`src/rtl/output_logic_pkg.sv`:
```
// rtl/output_logic_pkg.sv - shared state encodings and header constants for the router channel stages
package output_logic_pkg;

    typedef enum logic [1:0] {
        IDLE = 2'd0,
        LOAD = 2'd1,
        SEND = 2'd2
    } state_t;

    localparam int HDR_SIZE_LSB = 0;
    localparam int HDR_SIZE_MSB = 5;
    localparam int HDR_ADDR_LSB = 6;
    localparam int HDR_ADDR_MSB = 7;

    localparam int HDR_OVERHEAD = 2;
    localparam int CRC_OVERHEAD = 1;

    // Bytes on the wire for a packet whose header size field is `size`.
    function automatic int pkt_len(input int size, input logic crc);
        return size + HDR_OVERHEAD + (crc ? CRC_OVERHEAD : 0);
    endfunction

endpackage

```
`src/rtl/output_logic.sv`:
```
// rtl/output_logic.sv - drains a channel FIFO and sends whole packets on a byte-wide req/ack link
module output_logic
    import output_logic_pkg::*;
#(
    parameter int DATA_WIDTH = 8,
    parameter int DATA_SIZE  = 6,
    parameter int LVL_WIDTH  = 7
) (
    input  logic                  clk,
    input  logic                  rst_n,
    input  logic [DATA_WIDTH-1:0] fifo_data,
    input  logic                  fifo_empty,
    input  logic [LVL_WIDTH-1:0]  fifo_level,
    output logic                  fifo_pop,
    output logic [DATA_WIDTH-1:0] data_out,
    output logic                  data_out_req,
    input  logic                  data_out_ack,
    input  logic                  crc_en,
    input  logic                  tx_en,
    output logic                  pkt_done
);

    localparam int CNT_W = DATA_SIZE + 1;
    localparam logic [CNT_W-1:0] CNT_ONE = CNT_W'(1);

    state_t             r_state;
    logic [CNT_W-1:0]   r_cnt;
    logic               r_crc;

    logic [LVL_WIDTH-1:0] w_len;
    logic                 w_start;

    // Length is taken from the FWFT head byte, which is the header while IDLE.
    assign w_len   = LVL_WIDTH'(pkt_len(int'(fifo_data[HDR_SIZE_LSB +: DATA_SIZE]), crc_en));
    assign w_start = tx_en && !fifo_empty && (fifo_level >= w_len);

    assign fifo_pop = (r_state == LOAD) && !fifo_empty;

    always_ff @(posedge clk or negedge rst_n) begin
        if (!rst_n) begin
            r_state      <= IDLE;
            r_cnt        <= '0;
            r_crc        <= 1'b0;
            data_out     <= '0;
            data_out_req <= 1'b0;
            pkt_done     <= 1'b0;
        end else begin
            pkt_done <= 1'b0;
            case (r_state)
                IDLE: begin
                    if (w_start) begin
                        r_cnt   <= CNT_W'(w_len);
                        r_crc   <= crc_en;
                        r_state <= LOAD;
                    end
                end
                LOAD: begin
                    if (!fifo_empty) begin
                        data_out     <= fifo_data;
                        data_out_req <= 1'b1;
                        r_state      <= SEND;
                    end
                end
                SEND: begin
                    if (data_out_ack) begin
                        data_out_req <= 1'b0;
                        r_cnt        <= r_cnt - CNT_ONE;
                        if (r_cnt == CNT_ONE) begin
                            pkt_done <= 1'b1;
                            r_state  <= IDLE;
                        end else begin
                            r_state <= LOAD;
                        end
                    end
                end
                default: r_state <= IDLE;
            endcase
        end
    end

    // Remaining count can never exceed the longest packet allowed by the latched CRC mode.
    a_cnt_range: assert property (@(posedge clk) disable iff (!rst_n)
        (r_state == LOAD) |-> (int'(r_cnt) <= pkt_len((1 << DATA_SIZE) - 1, r_crc)));

endmodule

```
`config.mk`:
```
export PLATFORM = sky130hd
export DESIGN_NAME = output_logic
export DESIGN_NICKNAME = d
export VERILOG_FILES = /design/src/rtl/output_logic_pkg.sv /design/src/rtl/output_logic.sv
export SDC_FILE = /design/constraint.sdc
export NUM_CORES = 1
export LEC_CHECK = 0
export CAP_MARGIN = 0
export CELL_PAD_IN_SITES_DETAIL_PLACEMENT = 1
export CELL_PAD_IN_SITES_GLOBAL_PLACEMENT = 1
export CORE_ASPECT_RATIO = 2
export CORE_MARGIN = 3
export CORE_UTILIZATION = 36
export DETAILED_ROUTE_END_ITERATION = 16
export GPL_ROUTABILITY_DRIVEN = 0
export HOLD_SLACK_MARGIN = 0.02
export PLACE_DENSITY_LB_ADDON = 0.1
export SLEW_MARGIN = 20
export SYNTH_ARGS = -nofsm -noshare
export SYNTH_HDL_FRONTEND = slang
export SYNTH_SLANG_ARGS = --single-unit
export TNS_END_PERCENT = 5
```
`constraint.sdc`:
```
create_clock -name clk -period 2.1 [get_ports clk]
set_input_delay 0.315 -clock clk [delete_from_list [all_inputs] [get_ports clk]]
set_output_delay 0.315 -clock clk [all_outputs]
set_load 0.02 [all_outputs]
```
==> Word level (Yosys, flattened, before mapping) <==
Index checks and enable logic that the tools add are counted.
{ "word_totals": {"register_bits": 19, "input_bits": 21, "output_inout_bits": 11, "elab_cells": 42} }
{ "op_classes": {"n_addsub": 3, "magnitude_cmp": 1, "n_eq_ne": 6, "n_mux": 15, "bitwise_logic": 1, "reduce_logical": 11} }
{ "op_table": {"columns": ["cell", "n"], "rows": [
  ["$mux 7", 2],
  ["$pmux 7 s2", 1],
  ["$reduce_and 3->1", 3],
  ["$add 6x2->7 const B", 1],
  ["$add 7x1->7", 1],
  ["$eq 7x1->1 const B", 1],
  ["$ge 7x7->1", 1],
  ["$mux 1", 7],
  ["$sub 7x1->7 const B", 1],
  ["$mux 2", 3],
  ["$ne 2x2->1 const B", 3],
  ["$pmux 2 s3", 1],
  ["$reduce_bool 2->1", 2],
  ["$logic_and 1x1->1", 3],
  ["$eq 2x1->1 const B", 1],
  ["$eq 2x2->1 const B", 1],
  ["$logic_not 2->1", 1],
  ["$pmux 1 s2", 1],
  ["$reduce_and 2->1", 1],
  ["$logic_not 1->1", 1],
  ["$not 1->1", 1]
]} }

==> Logic depth before layout (Yosys ltp) <==
Gate-level depths: netlist of run 1.
{ "depth": {"depth_word": 6, "depth_mapped": 12, "ltp_nobuf": 11} }

==> Worst setup path after synthesis of run 1 <==
No wires, ideal clock.
{ "synth_timing": {"path_kind": "input -> register", "from": "input port fifo_data[0]", "to": "register r_cnt[2]", "setup_time_ns": 0.121, "arrival_ns": 2.079, "required_ns": 1.979, "slack_ns": -0.100, "stages": 11, "n_path_buf": 1, "cell_sequence": "ha_1 -> inv_1 -> ha_1 -> nand4bb_1 -> ha_1 -> nand3_1 -> nor2_2 -> a21oi_4 -> or2_1 -> buf_6 -> o22a_1"} }
{ "synth_via": {"elab_chain_cells": 6, "elab_cells_between_ends": 8, "cone_classes": "add/sub (2); order compare (1); eq/ne (1); mux (2); reduce/logical (2)"} }
{ "synth_lines": {"columns": ["item", "line", "source"], "rows": [
  ["start: declaration", "output_logic.sv:11", "input logic [DATA_WIDTH-1:0] fifo_data,"],
  ["$add 6x2->7 *", "output_logic_pkg.sv:20", "return size + HDR_OVERHEAD + (crc ? CRC_OVERHEAD : 0);"],
  ["$add 7x1->7 *", "output_logic_pkg.sv:20", null],
  ["$ge 7x7->1", "output_logic.sv:35", "assign w_start = tx_en && !fifo_empty && (fifo_level >= w_len);"],
  ["$logic_and 1x1->1", "output_logic.sv:35", null],
  ["$ne 2x2->1 (no source line)", null, null],
  ["$reduce_and 3->1 (no source line)", null, null],
  ["end signal: assignment", "output_logic.sv:52", "r_cnt <= CNT_W'(w_len);"],
  ["end signal: assignment", "output_logic.sv:67", "r_cnt <= r_cnt - CNT_ONE;"],
  ["end: declaration", "output_logic.sv:27", "logic [CNT_W-1:0] r_cnt;"]
]} }
Every way passes the cells marked *; elsewhere a longest branch is shown, timed or not. The select of a mux whose other input is x is not followed.
A chain may end at the register's enable or synchronous reset.

==> Final worst setup path of run 1 <==
{ "layout_timing": {"from": "input port fifo_data[0]", "to": "register r_cnt[3]"} }
Same word-level chain as after synthesis.

==> flow_summary.yaml, run 1 <==
status:
  status: "finished, final reports clean"
clocking:
  ctsHoldBuffers: 0
  cts-root-buf: "clkbuf_8"
  h-tree-depth: 1
  cts_tree: "yes"
  clkTransAtPathRegs_ns: 0.08
  clk_path_buf_depth: 2
  clock_latency_ns: 0.27
  cts_inserted_buffers: 3
  clock_sinks: 19
sta:
  whs_ns: 0.358
  finClkSkew_ns: 0.00664
  hold_viol_final: 0
  drv_slew: 0
  rsz0062_at_grt: "true"
  finalCritPeriodShare: 0.969
  fmax_mhz: 492
  period_needed_ns: 2.03
  worst_pin_slew_ns: 0.602
  setup_ws_ns: 0.0661
  setup-violations-final: 0
  slew_headroom: 0.598
route:
  top_layer: "met4"
  viasPerCell: 5.93
  dr_wl_met3_um: 157
  via_count: 1216
  antenna_left: 0
  dr.pass1.iters: 4
  wl_um: 4020
  wl_met2_um: 2410
  drc: 0
  drtIter0Drc: 8
  wl_per_cell_um: 19.6
  met1_length_um: 1330
layout:
  stdcell_count: 205
  num-fill-cells: 378
  final_layout_size_suffix_gt1_frac: 0.322
  synthToLayoutAreaGrowth_pct: 51.1
  multi_input_area_um2: 845
  regArea_um2: 475
  num_antenna_cells: 0
  nets: 208
synthesis:
  synth_cells: 125
  synthesis.area_mm2: 0.00123
  ys_types: 39
  syn_nets: 158
  synth_area_per_cell_um2: 9.86
  synth_edf_count: 0
  ys_seq_area_frac: 0.386
  synthFlopType: "dfrtp_1"
  async_reset_ff_frac: 1.00
  ys_ff_latch: 19
  yosysWarnings: 0
setup_path:
  slowest_delay_ns: 0.31
  setup.worst_path.end_class: "flip-flop"
  crit_chain: "buf_2 -> ha_4 -> inv_2 -> ha_4 -> nand4bb_4 -> ha_4 -> nand3_1 -> nor2_4 -> a21oi_4 -> buf_6 -> o31ai_2 -> o21ai_1"
  required_ns: 2.25
  crit_path_frequent_cell: "ha_4"
  start_kind: "input pin"
  arrival_ns: 2.18
  cp_max_fo: 6
  crit_slowest_cell: "ha_4"
  setup.worst_path.class: "input pin to flip-flop"
die:
  die_x_um: 47.4
  die_area_mm2: 0.00420
  start_util: 0.382
  die_h_um: 88.7
  io_pins: 32
  num_rows: 29
  core-area_mm2: 0.00323
place:
  place_hpwl_um: 3000
  numPortBuffers: 31
  pre_cts_slack_ns: -0.823
  placedCellCount: 197
worst_hold_path:
  hold_class: "input pin to flip-flop"
pwr:
  p_total_mw: 2.02
  max-vdd-ir-drop_mv: 0.611
  p_per_area_mw_per_mm2: 1090
  leakagePower_nw: 0.797
global_routing:
  antenna_found_initial: 0
  grtUsageTotal: 0.209
  grt_max_degree: 20
  grt_pass1_wl_um: 6280
  grt_pass1_vias: 1393
  grt_overflow: 0
run:
  maxCapViolCount: 0
where the power goes:
part	internal, mW	switching [mW]	leakage [nW]
Combinational	0.520	0.563	0.539
Sequential	0.533	0.139	0.232
Clock	0.132	0.137	0.0255
path summary, 6_finish.rpt:
path	from	to	slack, ns	cells past startpoint
setup / recovery	fifo_data[0]	r_cnt[3]	0.07	12
hold / removal	fifo_data[1]	data_out[1]	0.36	2
setup reg to reg	r_state[1]	r_cnt[6]	0.41	5
hold reg to reg	data_out[7]	data_out[7]	0.51	1
max in group asynchronous	rst_n	r_cnt[1]	1.49	2
min in group asynchronous	rst_n	r_state[1]	0.40	2
worst max-delay path, delay by kind of cell:
family                     cells  cell delay (ns)
and+or+nand+nor                3             0.48
adders and majority gates      3             0.62
buffers and inverters          3             0.32
AOI/OAI and AO/OA              3             0.42
state kept, by name (all words and copies together) (netlist names):
register and count:
r_state 2, pkt_done 1, data_out 8, r_cnt 7, data_out_req 1
routing by layer:
layer  track usage  up-vias
li1              -      553
met1         0.191      609
met2         0.414       43
met3        0.0285       11
met4        0.0831        0
met5             0        -
placed cells by master (no fill, tap or decap), types with 3 or more instances in the layout:
| cell | count |
|---|---|
| a21oi_1 | 5 |
| buf_4 | 17 |
| clkbuf_8 | 3 |
| clkdlybuf4s50_1 | 24 |
| dfrtp_1 | 19 |
| ha_1 | 7 |
| ha_4 | 5 |
| inv_1 | 6 |
| mux2_2 | 8 |
| nand2_1 | 5 |
| nor2_1 | 11 |
| nor3_1 | 3 |
| o21ai_0 | 6 |
| o21ai_1 | 4 |
cell families (layout without fill, tap and decap cells):
group                      after synthesis  in the layout  synth area share
muxes                                    8              8            0.0731
DFF                                     19             19             0.386
buffers and inverters                   12             61            0.0447
and+or+nand+nor                         36             36             0.156
AOI/OAI and AO/OA                       34             34             0.190
xor gates and xnor gates                 4              4            0.0284
adders and majority gates               12             12             0.122
layout make-up:
cell class	instances	area share
clock inverter	1	0.00269
inverter	8	0.0161
sequential	19	0.255
clock buffer	3	0.0222
tap	31	0.0208
timing repair buffer	49	0.229
multi-input combinational	94	0.454
cells in the mapped netlist (2+ instances only):
library cell / n / area (um^2)
dfrtp_1: 19 / 475
o22a_1: 2 / 17.5
xor2_1: 3 / 26.3
o21ai_0: 10 / 50.1
mux2_2: 8 / 90.1
a21oi_1: 6 / 30.0
nor2_1: 12 / 45.0
a31oi_1: 2 / 12.5
buf_2: 2 / 10.0
and3_1: 2 / 12.5
nand3_1: 2 / 10.0
ha_1: 12 / 150
inv_1: 8 / 30.0
nor2_2: 2 / 12.5
o22ai_1: 2 / 12.5
nand2_1: 5 / 18.8
o31ai_1: 3 / 22.5
nor4_1: 2 / 12.5
nor3_1: 3 / 15.0
repair_timing:
action | CTS | global route
setup endpoints to repair | 8 | 8
gates resized for setup | 30 | 9
buffers inserted | 4 | 0
pin swaps | 12 | 5
metrics by stage:
step | TNS [ns] | util | cell area, um^2
2_1_floorplan | -0.0105 | - | 1270
3_3_place_gp | -5.59 | 0.525 | 1700
3_5_place_dp | -6.47 | 0.525 | 1700
4_1_cts | 0 | 0.572 | 1850
5_1_grt | -0.0183 | 0.577 | 1860
6_report | 0 | 0.577 | 1860
No activity file was read; power rests on OpenSTA's default activity.
==> inputs of run 2 (changes only) <==
- CTS_CLUSTER_DIAMETER: not set -> 80
==> results of run 2 <==
The final DEF is identical to that of run 1; final timing and power are the same.
==> inputs of run 3 (changes only) <==
- PLACE_DENSITY_LB_ADDON: 0.1 -> 0.3
==> run 3 against run 2 <==
  * Clock skew is 0.0049 ns lower
  * Power is 5.2% higher
  * Register-to-register slack better by 0.02 ns
  * Critical endpoint is now r_state[0]
  * Sequential power hardly changed
  * Combinational power is 9% higher
  * Setup slack worse by 0.062 ns
  * Sequential share of layout area is 1.2 points lower
  * Die area stayed put
  * Critical path depth stayed put
  * Core utilization is 2.9 points higher
  * First-iteration DRC count grew to 2.6 times the previous value
==> flow_summary.yaml, run 3 (same netlist as run 1, synthesis figures left out) <==
worst_hold_path:
  hold_depth: 2
  hold_class: "input pin to flip-flop"
  worstHoldEndpoint: "data_out[0]"
  hp-start: "fifo_data[0]"
place:
  pre_cts_slack_ns: -0.830
  numPortBuffers: 31
  placed_area_mm2: 0.00170
  place_hpwl_um: 3030
die:
  start_util: 0.382
  io_pins: 32
  num_rows: 29
  die_x_um: 47.4
  die_area_mm2: 0.00420
  core-area_mm2: 0.00323
  die_h_um: 88.7
setup_path:
  arrival_ns: 2.29
  required_ns: 2.29
  setup.worst_path.class: "input pin to flip-flop"
  regToRegSetupSlack_ns: 0.43
  cp_max_fo: 3
  r2r-end: "r_cnt[2]"
  r2r_start: "r_state[1]"
  worstRegToRegCells: 5
  start_kind: "input pin"
  setup.worst_path.end_class: "flip-flop"
clocking:
  ctsHoldBuffers: 0
  clock_latency_ns: 0.26
  clock_sinks: 19
  cts-root-buf: "clkbuf_8"
  clk_path_buf_depth: 2
  cts_inserted_buffers: 3
  cts_tree: "yes"
  clkTransAtPathRegs_ns: 0.08
  h-tree-depth: 1
layout:
  final_common_cell: "clkdlybuf4s50_1"
  final_cell_mix: "clkdlybuf4s50_1, buf_4, dfrtp_1"
  regMostFlops: "data_out"
  num_antenna_cells: 0
  largest_register_ffs: 8
  nets: 211
  fin_area_mm2: 0.00195
  final_layout_size_suffix_gt1_frac: 0.367
  synthToLayoutAreaGrowth_pct: 58.6
  top_regs: "data_out (8), r_cnt (7), r_state (2)"
  fin_util: 0.605
global_routing:
  grtUsageTotal: 0.219
  grt_max_degree: 20
  grt_overflow: 0
  grt_pass1_vias: 1407
  grt_pass1_wl_um: 6490
  antenna_found_initial: 0
sta:
  whs_ns: 0.347
  setup-violations-final: 0
  period_needed_ns: 2.10
  hold_viol_final: 0
  drv_slew: 0
  worst_pin_slew_ns: 0.623
  fmax_mhz: 477
  setup_ws_ns: 0.00379
  setup_tns_ns: 0
  finalCritPeriodShare: 0.998
  slew_headroom: 0.581
  finClkSkew_ns: 0.00178
pwr:
  leakagePower_nw: 0.820
  max-vdd-ir-drop_mv: 0.732
  p_per_area_mw_per_mm2: 1090
run:
  maxCapViolCount: 0
route:
  drc: 0
  viasPerCell: 6.00
  via_count: 1247
  drtIter0Drc: 21
  dr.pass1.iters: 4
  antenna_left: 0
  wl_um: 4600
  wl_per_cell_um: 22.1
status:
  status: "finished, final reports clean"
## run 3: cell types whose count changed in the layout (fill, tap and decap cells not counted), sizes merged
cell | before | now
clkdlybuf4s15 | 1 | 0
buf | 20 | 23
clkbuf | 5 | 6
## run 3: timing repair
| action | 4_1_cts | 5_1_grt |
|---|---|---|
| pin swaps | 8 | 12 |
| gates cloned | 0 | 0 |
| resized for setup | 27 | 27 |
| setup buffers | 3 | 3 |
| endpoints found under the hold margin | 0 | 0 |
| endpoints found under the setup margin | 8 | 8 |
## run 3: layer usage
metal | GRT usage | part of all wire
met1 | 0.189 | 0.33
met2 | 0.424 | 0.59
met3 | 0.0387 | 0.035
met4 | 0.116 | 0.046
met5 | 0 | 0
## run 3: critical path, cell delays in order
cell and delay [ns]:
buf_4 0.12, ha_4 0.13, inv_2 0.04, ha_4 0.17
nand4bb_4 0.27, ha_4 0.33, nand4_1 0.16, buf_4 0.17
o211ai_1 0.09, a21oi_1 0.07, o32a_1 0.34, o21ai_1 0.08
## run 3: area by class of cell
class,count,area [um^2]
Fill cell,348,1270
Multi-Input combinational cell,94,915
Sequential cell,19,475
Timing Repair Buffer,52,449
Clock buffer,3,41.3
Tap cell,31,38.8
Inverter,8,30.0
Clock inverter,1,5.00
## run 3: stage by stage
stage / std cells / power [mW]
floorplan: 125 / 1.24
global placement: 198 / 1.64
detailed placement: 198 / 1.68
CTS: 205 / 2.01
global route: 208 / 2.24
finish: 208 / 2.13
## run 3: worst max-delay path by stage
stage	from	endpoint	slack, ns	depth (start not counted)
after floorplan	fifo_data[0]	r_cnt[0]	-0.003	10
after global placement	fifo_data[0]	r_cnt[2]	-0.73	11
after detailed placement	fifo_data[0]	r_cnt[1]	-0.83	12
after CTS	crc_en	r_state[0]	0.02	13
after global routing	fifo_data[0]	r_state[0]	-0.05	12
final	fifo_data[0]	r_state[0]	0.004	12
## run 3: power by group
group | total [mW] | switching (mW) | internal [mW]
logic | 1.18 | 0.629 | 0.548
clock network | 0.277 | 0.144 | 0.133
registers | 0.674 | 0.141 | 0.532
